$ cat src/rtl/alu_cmd_driver.sv
// Command-side driver for the 8-bit ALU: buffers commands in a FIFO, issues them one
// at a time, captures the ALU result and returns it with tag and status flags.
module alu_cmd_driver #(
    parameter int WIDTH      = 8,
    parameter int FIFO_DEPTH = 4,
    parameter int TAG_W      = 4
) (
    input  logic             clk,
    input  logic             rst_n,
    input  logic             cmd_valid,
    output logic             cmd_ready,
    input  logic [WIDTH-1:0] cmd_a,
    input  logic [WIDTH-1:0] cmd_b,
    input  logic [1:0]       cmd_op,
    input  logic [TAG_W-1:0] cmd_tag,
    output logic [WIDTH-1:0] alu_a,
    output logic [WIDTH-1:0] alu_b,
    output logic [1:0]       alu_opcode,
    input  logic [WIDTH-1:0] alu_result,
    output logic             rsp_valid,
    input  logic             rsp_ready,
    output logic [WIDTH-1:0] rsp_result,
    output logic [TAG_W-1:0] rsp_tag,
    output logic             rsp_zero,
    output logic             rsp_err,
    output logic             busy,
    output logic [15:0]      op_count,
    output logic [1:0]       dbg_state
);

    // Handshake rule on both interfaces: a transfer happens on a rising edge where
    // valid && ready are both high; the source holds its payload until that edge.

    localparam int AW = $clog2(FIFO_DEPTH);
    localparam logic [AW:0] DEPTH_C = (AW+1)'(FIFO_DEPTH);

    typedef enum logic [1:0] {
        IDLE  = 2'd0,
        ISSUE = 2'd1,
        RESP  = 2'd2
    } state_t;

    state_t state, state_next;

    logic [WIDTH-1:0] fifo_a   [FIFO_DEPTH];
    logic [WIDTH-1:0] fifo_b   [FIFO_DEPTH];
    logic [1:0]       fifo_op  [FIFO_DEPTH];
    logic [TAG_W-1:0] fifo_tag [FIFO_DEPTH];

    logic [AW-1:0] wr_ptr, rd_ptr;
    logic [AW:0]   count;
    logic          full, empty, push, pop, handshake;
    logic [TAG_W-1:0] tag_q;
    logic             err_q;

    assign full      = (count == DEPTH_C);
    assign empty     = (count == '0);
    assign cmd_ready = !full;
    assign push      = cmd_valid && !full;
    assign handshake = (state == RESP) && rsp_ready;
    assign busy      = (state != IDLE) || !empty;
    assign dbg_state = state;

    // Payload storage carries no reset; only pointers and count define occupancy.
    always_ff @(posedge clk) begin
        if (push) begin
            fifo_a[wr_ptr]   <= cmd_a;
            fifo_b[wr_ptr]   <= cmd_b;
            fifo_op[wr_ptr]  <= cmd_op;
            fifo_tag[wr_ptr] <= cmd_tag;
        end
    end

    always_ff @(posedge clk or negedge rst_n) begin
        if (!rst_n) begin
            wr_ptr <= '0;
            rd_ptr <= '0;
            count  <= '0;
        end else begin
            if (push) wr_ptr <= wr_ptr + 1'b1;
            if (pop)  rd_ptr <= rd_ptr + 1'b1;
            case ({push, pop})
                2'b10:   count <= count + 1'b1;
                2'b01:   count <= count - 1'b1;
                default: count <= count;
            endcase
        end
    end

    always_comb begin
        state_next = state;
        pop        = 1'b0;
        case (state)
            IDLE: begin
                if (!empty) begin
                    pop        = 1'b1;
                    state_next = ISSUE;
                end
            end
            ISSUE: state_next = RESP;
            RESP: begin
                if (rsp_ready) begin
                    if (!empty) begin
                        pop        = 1'b1;
                        state_next = ISSUE;
                    end else begin
                        state_next = IDLE;
                    end
                end
            end
            default: state_next = IDLE;
        endcase
    end

    always_ff @(posedge clk or negedge rst_n) begin
        if (!rst_n) begin
            state      <= IDLE;
            alu_a      <= '0;
            alu_b      <= '0;
            alu_opcode <= '0;
            tag_q      <= '0;
            err_q      <= 1'b0;
            rsp_valid  <= 1'b0;
            rsp_result <= '0;
            rsp_tag    <= '0;
            rsp_zero   <= 1'b0;
            rsp_err    <= 1'b0;
            op_count   <= '0;
        end else begin
            state <= state_next;
            // alu_* only change on a pop, so they hold the last issued command otherwise.
            if (pop) begin
                alu_a      <= fifo_a[rd_ptr];
                alu_b      <= fifo_b[rd_ptr];
                alu_opcode <= fifo_op[rd_ptr];
                tag_q      <= fifo_tag[rd_ptr];
                err_q      <= fifo_op[rd_ptr][1];
            end
            if (state == ISSUE) begin
                rsp_valid  <= 1'b1;
                rsp_result <= alu_result;
                rsp_zero   <= (alu_result == '0);
                rsp_err    <= err_q;
                rsp_tag    <= tag_q;
            end
            if (handshake) begin
                rsp_valid <= 1'b0;
                op_count  <= op_count + 16'd1;
            end
        end
    end

endmodule

$ cat config.mk
export PLATFORM = sky130hd
export DESIGN_NAME = alu_cmd_driver
export DESIGN_NICKNAME = d
export VERILOG_FILES = /design/src/rtl/alu_cmd_driver.sv
export SDC_FILE = /design/constraint.sdc
export NUM_CORES = 1
export LEC_CHECK = 0
export BUFFER_PORTS_ARGS = -buffer_cell sky130_fd_sc_hd__buf_4
export CORE_MARGIN = 10
export CORE_UTILIZATION = 30
export DETAILED_ROUTE_END_ITERATION = 10
export GPL_TIMING_DRIVEN = 1
export HOLD_SLACK_MARGIN = 0.03
export MAX_ROUTING_LAYER = met4
export PLACE_DENSITY = 0.55
export RECOVER_POWER = 100
export SLEW_MARGIN = 20
export SYNTH_ARGS = -nofsm -noshare
export SYNTH_HDL_FRONTEND = slang
export SYNTH_SLANG_ARGS = --single-unit
$ cat constraint.sdc
create_clock -name clk -period 3.4 [get_ports clk]
set_clock_uncertainty 0.05 [all_clocks]
set_input_delay 0.68 -clock clk [delete_from_list [all_inputs] [get_ports clk]]
set_output_delay 0.68 -clock clk [all_outputs]
set_load 0.01 [all_outputs]
==> flow_metrics.py, run 1 <==
metrics = {
    "route": {
        "drt_iter0_markers": 84,
        "drt-pass1-iter-count": 4,
        "drcViolationCount": 0,
        "drt_wl_total_um": 11930,
        "routed_via_density": 4.445,
        "avgRoutedWirePerCell_um": 17.62,
        "vias": 3009,
        "drtAntennaViolNets": 0,
    },
    "layout": {
        "fillers": 1880,
        "fin_cells": 677,
        "nets": 444,
        "multi_input_area_um2": 1476,
        "syn_to_final_growth_pct": 20.56,
        "seq_area_um2": 4194,
        "drive_gt1_frac": 0.2163,
    },
    "power_and_ir_drop": {
        "power_density_nw_per_um2": 927.0,
        "power.leakage_nw": 2.604,
        "ir_drop_mv": 0.4111,
        "power_mw": 6.516,
    },
    "synthesis": {
        "syn_inst": 302,
        "ys_types": 31,
        "yosys_register_bits": 150,
        "synth.avg_cell_area_um2": 19.31,
        "yosysWarnings": 0,
        "synthTopCellsByArea": "edfxtp_1, dfrtp_1, mux2_2",
        "syn-num-nets": 343,
        "synth_top_area_cell": "edfxtp_1",
        "synth_seq_area_share": 0.7193,
        "netlist_area_um2": 5831,
        "yosysTopAreaCellShare": 0.4532,
    },
    "grt": {
        "gr-total-overflow": 0,
        "grt_pass1_vias": 3370,
        "grt_pass1_wl_um": 19160,
        "grt_max_degree": 63,
        "antenna_found_initial": 1,
        "grt_use_total": 0.1004,
    },
    "status": {
        "violations": "max-capacitance violations, max-slew violations",
        "status": "complete, but fails checks",
    },
    "setup_path": {
        "reg2regPathDepth": 2,
        "cp_max_fo": 24,
        "startpoint": "rd_ptr[0]",
        "r2r_start": "rd_ptr[0]",
        "rrSetupSlack_ns": 0.93,
        "end_kind": "flop",
        "cp-start-kind": "flop",
        "crit_required_ns": 3.65,
        "cp_data_arrival_time_ns": 2.72,
        "r2r-end": "tag_q[1]",
        "setup.worst_path.class": "reg2reg",
    },
    "clock_network": {
        "hold_buffers": 0,
        "insertion_delay_ns": 0.42,
        "cts_num_sinks": 150,
        "clkTransAtPathRegs_ns": 0.06,
        "cts_root_buffer": "clkbuf_16",
        "cts_tree": "yes",
        "cts-htree-levels": 4,
        "cts-resized-gates": 0,
        "postCtsSetupBuffers": 0,
        "cts_made_buffers": 17,
        "cts_buffer_depth": 2,
    },
    "timing": {
        "post-route-min-period_ns": 2.475,
        "fin_crit_sh": 0.7278,
        "rsz0062_at_grt": "false",
        "hold_slack_ns": 0.4388,
        "relSlewSlack": -0.1089,
        "drv_slew": 132,
        "tightest_slew_ns": 1.663,
        "fmax_mhz": 404.1,
        "fin_setup_tns_ns": 0,
        "setup_viol": 0,
        "layout_setup_ws_ns": 0.9254,
        "hold_viol_final": 0,
    },
    "worst_hold_path": {
        "worstHoldPathCells": 2,
        "hp-start": "rsp_zero",
        "hold_path_class": "reg2reg",
        "min_to": "rsp_zero",
    },
    "place": {
        "dp.cells": 644,
        "gp_congestion": 0.7442,
        "hpwl_um": 7464,
        "portBuffers": 86,
        "pre_cts_slack_ns": 1.009,
    },
    "floorplanning": {
        "fp.dieH_um": 159.4,
        "fp-row-count": 50,
        "core_area_um2": 18890,
        "dieWidth_um": 159.4,
        "initial_utilization": 0.3086,
        "design.die.area_um2": 25410,
        "ios": 87,
    },
    "run": {
        "maxCapViolations": 4,
    },
}
[worst max path at each step]
stage	end	slack, ns
2_1_floorplan	count[2]	0.97
3_3_place_gp	count[2]	1.08
3_5_place_dp	count[2]	1.01
4_1_cts	busy	1.20
5_1_grt	tag_q[1]	0.69
6_report	tag_q[1]	0.93
[final cells by class]
cell class / count / area share
clock buffers: 23 / 0.06515
diodes: 1 / 0.0003560
clock inverters: 9 / 0.02154
repair buffers: 92 / 0.05571
flip-flops and latches: 150 / 0.5967
multi-input cells: 134 / 0.2100
inverters: 8 / 0.004272
well taps: 260 / 0.04628
[cell usage in the layout, fill, tap and decap left out, types with 3 or more instances in the layout]
master | netlist | layout
edfxtp_1 | 88 | 88
clkbuf_1 | 2 | 84
dfrtp_1 | 62 | 62
mux2_2 | 37 | 37
clkbuf_16 | 0 | 17
mux4_2 | 14 | 14
xnor2_1 | 13 | 13
buf_4 | 1 | 12
nand2_1 | 10 | 10
inv_1 | 8 | 8
xor2_1 | 8 | 8
mux4_1 | 8 | 8
and3_1 | 7 | 7
ha_1 | 6 | 6
nand3_1 | 5 | 5
nor2_1 | 4 | 4
bufinv_16 | 0 | 4
nor4_1 | 2 | 3
o21ai_0 | 3 | 3
[cell families (layout without fill, tap and decap cells)]
kind of cell	count (synthesis)	count (layout)	synth area share
other	0	1	0
adders and majority gates	7	7	0.01631
xor gates and xnor gates	21	21	0.03155
muxes	59	59	0.1616
DFF	150	150	0.7193
buffers and inverters	18	132	0.01910
and+or+nand+nor	42	42	0.04785
AOI/OAI and AO/OA	5	5	0.004291
[state kept, by name (all words and copies together) (netlist names), 3 cells and up]
signal,cells
alu_a,8
alu_b,8
count,3
fifo_a,32
fifo_b,32
fifo_op,8
fifo_tag,16
op_count,16
rsp_result,8
rsp_tag,4
tag_q,4
[critical path: stages, from the launching register on]
cell	delay (ns)
dfrtp_1	1.31
mux4_1	0.71
mux2_2	0.28
[routing by layer]
layer	vias to the layer above	global-route usage	wire length, µm
li1	1355	-	-
met1	1557	0.1184	5511
met2	82	0.1538	5703
met3	15	0.03718	549
met4	0	0.03791	164
met5	-	-	0
[power by group]
part | total [mW] | switching [mW] | leakage (nW) | internal (mW)
clock | 1.94 | 0.694 | 0.297 | 1.24
combinational | 1.72 | 0.852 | 0.748 | 0.869
sequential | 2.86 | 0.357 | 1.56 | 2.50
total | 6.52 | 1.90 | 2.60 | 4.61
[stage by stage]
stage / area (µm²) / util
2_1_floorplan: 5831 / -
3_5_place_dp: 6766 / 0.3581
5_1_grt: 7029 / 0.3721
6_report: 7029 / 0.3721
3_3_place_gp: 6766 / 0.3581
4_1_cts: 7376 / 0.3904
[cell usage after synthesis]
library cell	instances
mux2_2	37
fa_1	1
nor4_1	2
clkbuf_1	2
inv_1	8
ha_1	6
nand2b_1	2
xnor2_1	13
xor2_1	8
o21ai_0	3
and4_1	2
mux4_1	8
nand4_1	2
nor3b_4	1
buf_2	2
nand3_1	5
mux4_2	14
nand2_1	10
nand3b_4	1
buf_4	1
a21oi_1	2
and3_1	7
nor3_2	2
nand4b_1	1
and2_1	1
nor3b_1	1
dfrtp_1	62
nor4_4	1
edfxtp_1	88
nor2_1	4
buf_6	5
Power figures use the tool's default switching activity.
==> run 2: changes to the inputs <==
- ABC_AREA: unset -> 1
- PLACE_DENSITY: 0.55 -> 0.57
- clock period: 3.4 -> 2.1 ns (I/O delays scaled with it)
==> run 2 against run 1 <==
  * The flow now finishes without violations
  * Sequential power is 52% higher
  * Largest cell class unchanged
  * Critical endpoint is now fifo_tag[0][1]
  * Highest routed layer unchanged
  * Non-clock buffer count rose by 14
  * Via count increased by 38%
  * Register-to-register slack worse by 0.71 ns
  * Combinational power rose by 92%
  * First-iteration DRC count rose by 110%
  * Critical path type unchanged
  * Worst setup slack got worse by 0.71 ns
  * Global-route usage up 0.83 points
  * Clock power is 49% higher
==> flow_metrics.py, run 2 <==
metrics = {
    "route": {
        "routed_via_density": 4.441,
        "vias": 4139,
        "drt_wl_total_um": 13690,
        "drt-pass1-iter-count": 7,
        "drtAntennaViolNets": 0,
        "drcViolationCount": 0,
        "avgRoutedWirePerCell_um": 14.69,
        "drt_iter0_markers": 179,
    },
    "clock_network": {
        "clkTransAtPathRegs_ns": 0.06,
        "cts_tree": "yes",
        "cts_made_buffers": 17,
        "cts_buffer_depth": 2,
        "insertion_delay_ns": 0.42,
        "cts_num_sinks": 150,
        "cts_root_buffer": "clkbuf_16",
        "cts-htree-levels": 4,
    },
    "grt": {
        "grt_max_degree": 41,
        "antenna_found_initial": 0,
        "grt_use_total": 0.1087,
        "grt_pass1_wl_um": 21720,
        "gr-total-overflow": 0,
        "grt_pass1_vias": 4253,
    },
    "place": {
        "portBuffers": 86,
        "hpwl_um": 9338,
        "pre_cts_slack_ns": 0.1526,
        "dpl_cell_area_um2": 7096,
        "gp_congestion": 0.7999,
    },
    "floorplanning": {
        "design.die.area_um2": 26330,
        "fp-row-count": 51,
        "initial_utilization": 0.3080,
        "ios": 87,
        "fp.dieH_um": 162.3,
        "core_area_um2": 19720,
        "dieWidth_um": 162.3,
    },
    "power_and_ir_drop": {
        "power.leakage_nw": 2.902,
        "ir_drop_mv": 0.5858,
        "power_density_nw_per_um2": 1448,
        "power_mw": 10.55,
    },
    "setup_path": {
        "cp-start-kind": "flop",
        "setup.worst_path.class": "reg2reg",
        "rrSetupSlack_ns": 0.21,
        "slowest_delay_ns": 0.40,
        "cp_slowest_cell": "dfrtp_1",
        "cp_data_arrival_time_ns": 1.91,
        "cp_max_fo": 15,
        "crit_buf_inv": 3,
        "cpLargestDelayFamily": "buffers and inverters",
        "path_cells": "inv_1 > nand3_1 > nand2_1 > clkbuf_1 > nor2_2 > clkbuf_2",
        "end_kind": "flop",
        "crit_required_ns": 2.13,
    },
    "timing": {
        "fin_crit_sh": 0.8990,
        "rsz0062_at_grt": "false",
        "setup_viol": 0,
        "fin_setup_tns_ns": 0,
        "layout_setup_ws_ns": 0.2122,
        "tightest_slew_ns": 0.7379,
        "post-route-min-period_ns": 1.888,
        "hold_viol_final": 0,
        "fmax_mhz": 529.7,
        "drv_slew": 0,
        "relSlewSlack": 0.5075,
    },
    "run": {
        "maxCapViolations": 0,
    },
    "worst_hold_path": {
        "hold_path_class": "in2reg",
    },
    "layout": {
        "fillers": 2003,
        "antenna_cells": 0,
        "reg_top3": "fifo_a (32), fifo_b (32)",
        "nets": 695,
        "utilization": 0.3697,
        "drive_gt1_frac": 0.09295,
        "syn_to_final_growth_pct": 20.02,
        "final_common_cell": "nand2_1",
        "fin_area_um2": 7289,
        "most-common-layout-cells": "nand2_1, nor2_1, edfxtp_1, clkbuf_1, o21ai_0",
    },
    "synthesis": {
        "synth_top_area_cell": "edfxtp_1",
        "synth_simple_gate_area_frac": 0.1663,
        "async_flop_share": 0.4133,
        "synth_commonest_cells": "nand2_1, nor2_1, edfxtp_1",
        "synth_edf_count": 88,
        "yosysTopAreaCellShare": 0.4351,
        "synth_compound_area_frac": 0.06799,
        "yosysWarnings": 0,
        "synth.avg_cell_area_um2": 11.02,
        "synth_seq_area_share": 0.6906,
        "syn-num-nets": 592,
        "netlist_area_um2": 6073,
        "muxShareOfSynthArea": 0,
        "synth_xor_area_frac": 0.01731,
        "synthTopCellsByArea": "edfxtp_1, dfrtp_1, nand2_1",
        "synth.most_common_cell": "nand2_1",
        "ys_types": 27,
        "yosys_most_used_dff": "edfxtp_1",
        "yosys_register_bits": 150,
        "synth_top_family_by_area": "simple AND/OR/NAND/NOR gates",
        "synth_fa_ha_area_frac": 0.01566,
        "syn_inst": 551,
    },
    "status": {
        "status": "complete, no violations",
    },
}
## run 2: cell types whose count changed after synthesis, moves of 14 or more
cell,change
inv_1,+21
mux2_2,-37
mux4_2,-14
nand2_1,+114
nor2_1,+87
o21ai_0,+71
## run 2: final timing paths
path / startpoint / to / cells after the start
hold / removal: alu_result[0] / rsp_result[0] / 3
hold reg to reg: rsp_result[3] / rsp_result[3] / 2
min in group asynchronous: rst_n / op_count[10] / 2
setup reg to reg: count[0] / fifo_tag[0][1] / 6
setup / recovery: count[0] / fifo_tag[0][1] / 6
max in group asynchronous: rst_n / alu_b[6] / 3
## run 2: tightest hold or removal path: stages
cell     delay [ns]
buf_4          0.08
nand2_1        0.04
nand2_1        0.05
## run 2: kinds of logic (layout without fill, tap and decap cells)
kind of cell             after synthesis  after routing
AO/OA/AOI/OAI                         82             82
adder cells (fa/ha/maj)                7              7
AND/OR/NAND/NOR                      245            245
XOR/XNOR                              12             12
flip-flops                           150            150
buffers and inverters                 55            171
## run 2: final cells by class
class                      instances  area (µm²)  share of cell area
clock inverter                    15       145.1             0.01991
timing repair buffer             106       489.2             0.06711
tap                              265       331.6             0.04549
sequential                       150        4194              0.5754
inverter                          33       123.9             0.01699
clock buffer                      17       425.4             0.05836
multi-input combinational        346        1580              0.2168
## run 2: where the power goes
group	switching (mW)	internal [mW]	total [mW]
Combinational	2.26	1.03	3.30
Clock	1.24	1.66	2.90
Sequential	0.364	3.99	4.35
## run 2: repair_timing
item                                    in CTS  in global routing
gates resized for setup                      0                  0
endpoints found under the hold margin       22                  0
hold buffers                                 1                  0
endpoints found under the setup margin       0                  0
buffers inserted                             0                  0
## run 2: per-stage QoR
| step | cells | hold slack, ns |
|---|---|---|
| final | 932 | 0.1666 |
| after detailed placement | 899 | 0.3191 |
| after floorplan | 551 | 0.07441 |
| after global placement | 899 | 0.3141 |
| after global routing | 932 | 0.1529 |
| after CTS | 932 | 0.1260 |
## run 2: layer usage
layer / GRT usage / vias to the layer above / share of wire
met3: 0.03969 / 11 / 0.050
met1: 0.1244 / 2001 / 0.45
li1: - / 2032 / -
met4: 0.03226 / 0 / 0.010
met2: 0.1754 / 95 / 0.48
met5: - / - / 0
==> run 3: changes to the inputs <==
- CORE_UTILIZATION: 30 -> 24
- CTS_BUF_LIST: unset -> sky130_fd_sc_hd__clkbuf_8
- PLACE_DENSITY: 0.57 -> 0.49
==> run 3 against run 2 <==
  * Sequential share of layout area grew 0.67 points
  * Global-route usage shrank 1.4 points
  * Power is 6.7% lower
  * Maximum frequency rose by 0.25%
  * Cell area fell by 1.2%
  * Critical path depth fell by 1
  * Sequential cell count is the same
  * Largest power group unchanged
  * Non-clock buffer count shrank 1
  * Register-to-register slack better by 0.05 ns
  * Worst setup slack better by 0.0048 ns
  * Critical endpoint is now busy
  * Die area increased by 22%
  * Final cell count up 7.1%
  * Largest cell class unchanged
==> flow_metrics.py, run 3 (same netlist as run 2, synthesis figures left out) <==
metrics = {
    "status": {
        "status": "complete, no violations",
    },
    "route": {
        "vias": 4018,
        "drt_wl_total_um": 14220,
        "routed_via_density": 4.026,
        "drtAntennaViolNets": 0,
        "drt-pass1-iter-count": 4,
        "drcViolationCount": 0,
        "drt_iter0_markers": 212,
        "avgRoutedWirePerCell_um": 14.24,
    },
    "layout": {
        "fin_area_um2": 7206,
        "reg_top3": "fifo_a (32), fifo_b (32)",
        "most-common-layout-cells": "nand2_1, nor2_1, edfxtp_1, clkbuf_1, o21ai_0",
        "utilization": 0.2878,
        "drive_gt1_frac": 0.09009,
        "nets": 694,
        "fin_cells": 998,
        "syn_to_final_growth_pct": 18.64,
        "final_common_cell": "nand2_1",
    },
    "timing": {
        "layout_setup_ws_ns": 0.2169,
        "post-route-min-period_ns": 1.883,
        "drv_slew": 0,
        "fin_setup_tns_ns": 0,
        "fmax_mhz": 531.1,
        "hold_slack_ns": 0.1409,
        "rsz0062_at_grt": "false",
        "fin_crit_sh": 0.8967,
        "hold_viol_final": 0,
        "tightest_slew_ns": 0.8060,
        "relSlewSlack": 0.4626,
        "setup_viol": 0,
    },
    "power_and_ir_drop": {
        "ir_drop_mv": 0.4700,
        "power.leakage_nw": 2.810,
        "internal-power_mw": 6.094,
        "p_sw_frac": 0.3812,
        "p_seq_frac": 0.437,
        "power_density_nw_per_um2": 1367,
        "p_comb_frac": 0.340,
        "p_clk_frac": 0.224,
        "power_mw": 9.849,
        "p_switching_mw": 3.755,
    },
    "floorplanning": {
        "fp.dieH_um": 179.1,
        "initial_utilization": 0.2426,
        "ios": 87,
        "design.die.area_um2": 32070,
        "dieWidth_um": 179.1,
        "fp-row-count": 58,
        "core_area_um2": 25040,
    },
    "setup_path": {
        "cp-start-kind": "flop",
        "cp_max_fo": 3,
        "slowest_delay_ns": 0.39,
        "crit_required_ns": 1.63,
        "end_kind": "primary output",
        "cp_slowest_cell": "dfrtp_1",
        "rrSetupSlack_ns": 0.26,
        "path_cells": "inv_1 > nand3_1 > nor2_1 > nand2_1 > clkbuf_1",
        "setup.worst_path.class": "reg2out",
        "cp_data_arrival_time_ns": 1.41,
    },
    "grt": {
        "grt_pass1_wl_um": 22700,
        "gr-total-overflow": 0,
        "grt_pass1_vias": 4180,
        "grt_max_degree": 54,
        "antenna_found_initial": 2,
        "grt_use_total": 0.09514,
    },
    "place": {
        "portBuffers": 86,
        "dpl_cell_area_um2": 7182,
        "pre_cts_slack_ns": 0.1372,
        "hpwl_um": 9320,
        "gp_congestion": 0.7088,
        "dp.cells": 963,
    },
    "clock_network": {
        "cts_buffer_depth": 2,
        "cts_made_buffers": 17,
        "cts-resized-gates": 0,
        "cts_root_buffer": "clkbuf_8",
        "insertion_delay_ns": 0.44,
        "cts_tree": "yes",
        "postCtsSetupBuffers": 0,
        "hold_buffers": 1,
        "clkTransAtPathRegs_ns": 0.10,
        "cts-htree-levels": 4,
        "cts_num_sinks": 150,
    },
    "run": {
        "maxCapViolations": 0,
    },
    "worst_hold_path": {
        "hold_path_class": "in2reg",
    },
}
==> run 3: changes by cell type in the layout (fill, tap and decap cells not counted), sizes merged <==
cell | before | now
inv | 40 | 37
bufinv | 1 | 2
diode | 0 | 2
clkinvlp | 1 | 2
clkinv | 6 | 7
clkbuf | 105 | 104
==> run 3: layout make-up <==
cell class	count	area, µm²
antenna	2	5.005
tap	330	412.9
clock inverter	15	152.6
clock buffer	17	234.0
sequential	150	4194
timing repair buffer	105	503.0
multi-input combinational	346	1580
inverter	33	123.9
fill	2684	17830
==> run 3: routing by layer <==
| metal | share of wire | up-vias | track usage |
|---|---|---|---|
| met5 | 0 | - | - |
| met4 | 0.013 | 0 | 0.03307 |
| met3 | 0.062 | 13 | 0.02738 |
| met2 | 0.47 | 78 | 0.1495 |
| met1 | 0.46 | 1897 | 0.1149 |
| li1 | - | 2030 | - |
==> run 3: worst max-delay path, delay by kind of cell, from the launching register on <==
| family | cells | cell delay [ns] |
|---|---|---|
| flops | 1 | 0.39 |
| buf+inv | 2 | 0.24 |
| simple gates | 3 | 0.34 |
==> run 3: power groups by stage <==
stage | registers [mW] | clock network [mW] | logic, mW
final | 4.30 | 2.20 | 3.35
after floorplan | 4.51 | 0 | 2.19
after global placement | 4.36 | 0 | 3.86
after global routing | 4.40 | 2.43 | 3.96
after detailed placement | 4.37 | 0 | 3.91
after CTS | 4.31 | 2.29 | 3.93
==> run 3: path summary, 6_finish.rpt <==
check,start,end,cells past startpoint
max,count[1],busy,5
min in group asynchronous,rst_n,op_count[13],2
min reg2reg,count[0],count[0],1
max in group asynchronous,rst_n,alu_a[4],3
max reg2reg,count[1],fifo_op[1][1],6
min,alu_result[7],rsp_result[7],3
